## src/rtl/mem_io_bridge.sv

```systemverilog
// rtl/mem_io_bridge.sv - Data-bus bridge routing dmem traffic and a memory-mapped I/O page
module mem_io_bridge_fifo #(
    parameter int FIFO_DEPTH = 16,
    parameter int IN_W       = 8
) (
    input  logic                          clk,
    input  logic                          reset,
    input  logic                          s_tvalid,
    input  logic [IN_W-1:0]               s_tdata,
    output logic                          s_tready,
    input  logic                          pop,
    output logic [IN_W-1:0]               head,
    output logic [$clog2(FIFO_DEPTH):0]   count
);
    localparam int AW = $clog2(FIFO_DEPTH);
    localparam int CW = AW + 1;
    localparam logic [AW-1:0] LAST_PTR = AW'(FIFO_DEPTH - 1);
    localparam logic [CW-1:0] FULL_CNT = CW'(FIFO_DEPTH);

    logic [IN_W-1:0] mem [FIFO_DEPTH];
    logic [AW-1:0]   rd_ptr;
    logic [AW-1:0]   wr_ptr;
    logic            push;
    logic            pop_ok;

    assign s_tready = reset & (count != FULL_CNT);
    assign push     = s_tvalid & s_tready;
    // A pop on an empty queue is dropped even if a push lands on the same edge.
    assign pop_ok   = pop & (count != '0);
    assign head     = (count != '0) ? mem[rd_ptr] : '0;

    always_ff @(posedge clk) begin
        if (push) begin
            mem[wr_ptr] <= s_tdata;
        end
    end

    always_ff @(posedge clk or negedge reset) begin
        if (!reset) begin
            rd_ptr <= '0;
            wr_ptr <= '0;
            count  <= '0;
        end else begin
            if (push) begin
                wr_ptr <= (wr_ptr == LAST_PTR) ? '0 : wr_ptr + 1'b1;
            end
            if (pop_ok) begin
                rd_ptr <= (rd_ptr == LAST_PTR) ? '0 : rd_ptr + 1'b1;
            end
            case ({push, pop_ok})
                2'b10:   count <= count + 1'b1;
                2'b01:   count <= count - 1'b1;
                default: count <= count;
            endcase
        end
    end
endmodule

module mem_io_bridge #(
    parameter int          FIFO_DEPTH = 16,
    parameter int          IN_W       = 8,
    parameter logic [15:0] IO_PAGE    = 16'h1003
) (
    input  logic            clk,
    input  logic            reset,
    input  logic            enable,
    input  logic            mem_wr,
    input  logic [31:0]     mem_addr,
    input  logic [31:0]     mem_writedata,
    output logic [31:0]     mem_readdata,
    output logic            dmem_wr,
    input  logic [31:0]     dmem_readdata,
    input  logic            in_valid,
    input  logic [IN_W-1:0] in_data,
    output logic            in_ready,
    output logic [15:0]     leds
);
    localparam int CW = $clog2(FIFO_DEPTH) + 1;
    localparam logic [CW-1:0] FULL_CNT = CW'(FIFO_DEPTH);

    localparam logic [1:0] REG_FIFO_DATA = 2'd0;
    localparam logic [1:0] REG_FIFO_STAT = 2'd1;
    localparam logic [1:0] REG_LED       = 2'd2;
    localparam logic [1:0] REG_CYCLES    = 2'd3;

    logic            io_sel;
    logic            mapped;
    logic [1:0]      reg_sel;
    logic            io_wr;
    logic            pop;
    logic [IN_W-1:0] head;
    logic [CW-1:0]   count;
    logic [31:0]     cycles;
    logic [31:0]     stat;
    logic [31:0]     io_rdata;
    logic            unused_bits;

    assign io_sel  = (mem_addr[31:16] == IO_PAGE);
    assign mapped  = (mem_addr[15:4] == 12'h000);
    assign reg_sel = mem_addr[3:2];
    assign io_wr   = mem_wr & enable & io_sel & mapped;
    assign pop     = io_wr & (reg_sel == REG_FIFO_DATA);
    assign dmem_wr = mem_wr & enable & ~io_sel;

    // Byte lanes and upper store bits have no meaning inside the I/O page.
    assign unused_bits = ^{mem_addr[1:0], mem_writedata[31:16]};

    mem_io_bridge_fifo #(
        .FIFO_DEPTH (FIFO_DEPTH),
        .IN_W       (IN_W)
    ) u_in_fifo (
        .clk      (clk),
        .reset    (reset),
        .s_tvalid (in_valid),
        .s_tdata  (in_data),
        .s_tready (in_ready),
        .pop      (pop),
        .head     (head),
        .count    (count)
    );

    assign stat = {15'b0, 9'(count), 6'b0, (count == FULL_CNT), (count == '0)};

    always_comb begin
        io_rdata = '0;
        if (mapped) begin
            case (reg_sel)
                REG_FIFO_DATA: io_rdata = 32'(head);
                REG_FIFO_STAT: io_rdata = stat;
                REG_LED:       io_rdata = {16'b0, leds};
                REG_CYCLES:    io_rdata = cycles;
                default:       io_rdata = '0;
            endcase
        end
    end

    assign mem_readdata = io_sel ? io_rdata : dmem_readdata;

    always_ff @(posedge clk or negedge reset) begin
        if (!reset) begin
            leds <= '0;
        end else if (io_wr && reg_sel == REG_LED) begin
            leds <= mem_writedata[15:0];
        end
    end

    // Clear takes priority over the increment on the same edge.
    always_ff @(posedge clk or negedge reset) begin
        if (!reset) begin
            cycles <= '0;
        end else if (io_wr && reg_sel == REG_CYCLES) begin
            cycles <= '0;
        end else if (enable) begin
            cycles <= cycles + 32'd1;
        end
    end
endmodule

```

## config.mk

```make
export PLATFORM = sky130hd
export DESIGN_NAME = mem_io_bridge
export DESIGN_NICKNAME = d
export VERILOG_FILES = /design/src/rtl/mem_io_bridge.sv
export SDC_FILE = /design/constraint.sdc
export NUM_CORES = 1
export LEC_CHECK = 0
export BUFFER_PORTS_ARGS = -buffer_cell sky130_fd_sc_hd__buf_2
export CAP_MARGIN = 5
export CORE_ASPECT_RATIO = 0.5
export CORE_MARGIN = 2
export CORE_UTILIZATION = 50
export CTS_CLUSTER_DIAMETER = 120
export DETAILED_ROUTE_END_ITERATION = 8
export GPL_TIMING_DRIVEN = 0
export PLACE_DENSITY = 0.79
export SKIP_LAST_GASP = 1
export SLEW_MARGIN = 20
export SYNTH_ARGS = -nofsm -noshare
export SYNTH_HDL_FRONTEND = slang
export SYNTH_SLANG_ARGS = --single-unit
```

## constraint.sdc

```tcl
create_clock -name clk -period 5.7 [get_ports clk]
set_input_delay 0.855 -clock clk [delete_from_list [all_inputs] [get_ports clk]]
set_output_delay 0.855 -clock clk [all_outputs]
set_load 0.02 [all_outputs]
```

==> qor.txt <==
Outcome - finished clean
Postcts setup bufs - 0
Inst Count DP - 986
CTS tree - yes
First-pass DRT Iterations - 6
Post_cts resized - 0
DP HPWL - 14.3 mm
Setup crit end kind - output port
Total of max-cap violations - 0
Layout cells sized above 1 - 31.6%
Most common cell after layout, fill and taps aside - buf_2
IO Pins - 159
Critical path class - primary input to output port
Gpl congestion - 0.827
Synth Area in Simple Gates - 11.6%
Tcrit/Tclk final - 70.9%
Synth Area in Compound Gates - 7.03%
Synth Area in XOR/XNOR - 3.71%
Synth Register Bits - 189
Pwr per Cell Area - 275 nW/um^2
CTS Sinks - 189
Min Tclk post-route - 4.04 ns
CTS root buf - clkbuf_16
Row cnt - 34
Max Buffers Root-to-Sink - 2
Total gr overflow - 0
CP top delay family - simple AND/OR/NAND/NOR gates
RSZ-0062 raised after global routing - false
Die X - 191 um
Req. time, crit path - 4.85 ns
DP Worst Slack - 1.66 ns
Most frequent cells in the layout - buf_2 (144), edfxtp_1 (128), dfrtp_1 (61), nand2_1 (47), nor2_1 (41)
Post-Synth Adder-Cell Area - 1.29%
Core area - 17200 um^2
Post-synthesis sequential area ratio - 61.4%
Fin area - 10400 um^2
Multi-input logic area - 3200 um^2
Worst-path cell chain - buf_2 > nor4b_4 > nand4_4 > or2_1 > buf_2 > nor2_1 > buf_2 > a22o_1 > buf_2
Fmax - 247 MHz
Critical path data arrival time - 3.19 ns
GRT Resource Usage Total - 23.6%
Starting Density - 50.7%
Syn_area_per_cell - 14.3 um^2
Vias in the first global route - 6049
Clk slew on worst S/H paths - 0.07 ns
Clock Latency Late Sink - 0.44 ns
Iteration-0 DRC Markers - 462
Worst Max-Slew Pin Slew - 0.866 ns
Post-synth EDFFs - 128
Synth Warn # - 0
Slew margin rel. - 42.0%
Finished Layout Cells - 1018
Filler instances - 1274
Final Power - 2.85 mW
Pleak - 4.07 nW
Via density - 5.85
Via count - 5959
Routed wire per std cell - 21.0 um
Top_reg_cell synth - edfxtp_1
Netlist cell types - 56
Largest net degree at the start of global routing - 35
Crit-path slowest cell - nor2_1
ANT nets after route - 0
Total CTS buffers - 17
Largest family of logic cells by synthesized area - multiplexers
FF+latch area - 5370 um^2
Initial antenna violation count - 0
Cells after synthesis - 612
Layout area overhead - 18.6%
PortBufs - 139
Final WS setup - 1.66 ns
Global-route wire length before repair - 33.1 mm
H-Tree Depth - 4
Setup TNS - 0 ns
Hold WC Path Type - primary input to async pin
Maximum VDD drop - 0.202 mV
N_diodes - 0
Reg2reg setup slack - 2.41 ns
Fin. max-slew vios - 0
Final Net Count - 889
Final design utilization - 60.2%
Area post-placement - 9750 um^2
Total Wirelength - 21.4 mm
Setup violators final - 0
Final hold slack - 0.350 ns
Die ar. - 18600 um^2
Slowest stage delay, CP - 0.48 ns
DR DRC count - 0
Multiplexer share of the synthesized area - 12.9%
Async SR Flop Fraction - 32.3%
Fin Clk Skew - 0.0102 ns
Startpoint type of the worst setup path - primary input
Endpoints failing hold - 0
Synthesized area - 8740 um^2
Critical Path Most Common Cell - buf_2
Syn nets - 730
Hold-fix buffers at CTS - 0
Critical path peak fanout - 10
Buf/Inv on CP - 4
Die Ht - 97.5 um
==> final timing paths <==
check | startpoint | endpoint | cells past startpoint
worst max-delay path | mem_addr[29] | mem_readdata[30] | 9
worst min-delay path | reset | cycles[29]$_DFFE_PN0P_ | 1
worst max register to register | u_in_fifo.count[1]$_DFFE_PN0P_ | u_in_fifo.count[4]$_DFFE_PN0P_ | 11
worst min register to register | leds[15]$_DFFE_PN0P_ | leds[15]$_DFFE_PN0P_ | 1
max in group asynchronous | reset | u_in_fifo.rd_ptr[2]$_DFFE_PN0P_ | 2
min in group clk | leds[15]$_DFFE_PN0P_ | leds[15]$_DFFE_PN0P_ | 1
==> registers in the layout, indices dropped and copies added (netlist names) <==
name              flops
u_in_fifo.rd_ptr      4
u_in_fifo.mem       128
cycles               32
leds                 16
u_in_fifo.count       5
u_in_fifo.wr_ptr      4
==> synth_stat cells, types with 2 or more instances <==
cell       count  area share [%]
a21oi_1       13            0.74
a221o_1        2            0.23
a22o_1        16             1.6
a22oi_1       19             1.6
and2_1        18             1.3
and3_1         5            0.36
and4_1         3            0.30
buf_1          4            0.17
buf_2          6            0.34
clkbuf_1      23            0.99
dfrtp_1       61              17
edfxtp_1     128              44
ha_1           9             1.3
inv_1          8            0.34
mux2_2        15             1.9
mux2_4        10             1.7
mux2i_1        9             1.0
mux4_2        32             8.2
nand2_1       47             2.0
nand2b_1       3            0.21
nand3_1       12            0.69
nand3b_1       3            0.26
nand4_1        8            0.57
nor2_1        41             1.8
nor2b_1        5            0.36
nor3_1         6            0.34
nor4_1        14             1.0
nor4_4         2            0.49
o21ai_0       16            0.92
o2bb2ai_1      6            0.60
o31ai_1        7            0.60
or3_1          2            0.14
xnor2_1       23             2.3
xor2_1        14             1.4
==> kinds of logic after synthesis <==
| family | after synthesis |
|---|---|
| xor+xnor | 37 |
| compound gates | 86 |
| fa+ha+maj | 9 |
| mux | 66 |
| flops | 189 |
| buf+inv | 42 |
| simple gates | 183 |
==> per-layer routing <==
layer / GRT usage [%] / vias up / part of all wire [%]
li1: - / 2657 / -
met1: 29.1 / 3000 / 40
met2: 41.8 / 263 / 51
met3: 4.04 / 39 / 6.8
met4: 8.71 / 0 / 2.2
met5: 0 / - / 0
==> where the power goes <==
group	internal [mW]	total, mW	switching, mW
registers	1.48	1.51	0.0256
logic	0.0638	0.152	0.0880
clock network	0.597	1.19	0.596
==> layout make-up <==
| class | count | share of cell area (%) |
|---|---|---|
| Clock inverter | 15 | 1.81 |
| Inverter | 8 | 0.290 |
| Tap cell | 234 | 2.82 |
| Buffer | 34 | 1.38 |
| Clock buffer | 17 | 4.10 |
| Sequential cell | 189 | 51.8 |
| Timing Repair Buffer | 140 | 6.93 |
| Multi-Input combinational cell | 381 | 30.9 |
(Power assumes the default switching activity.)
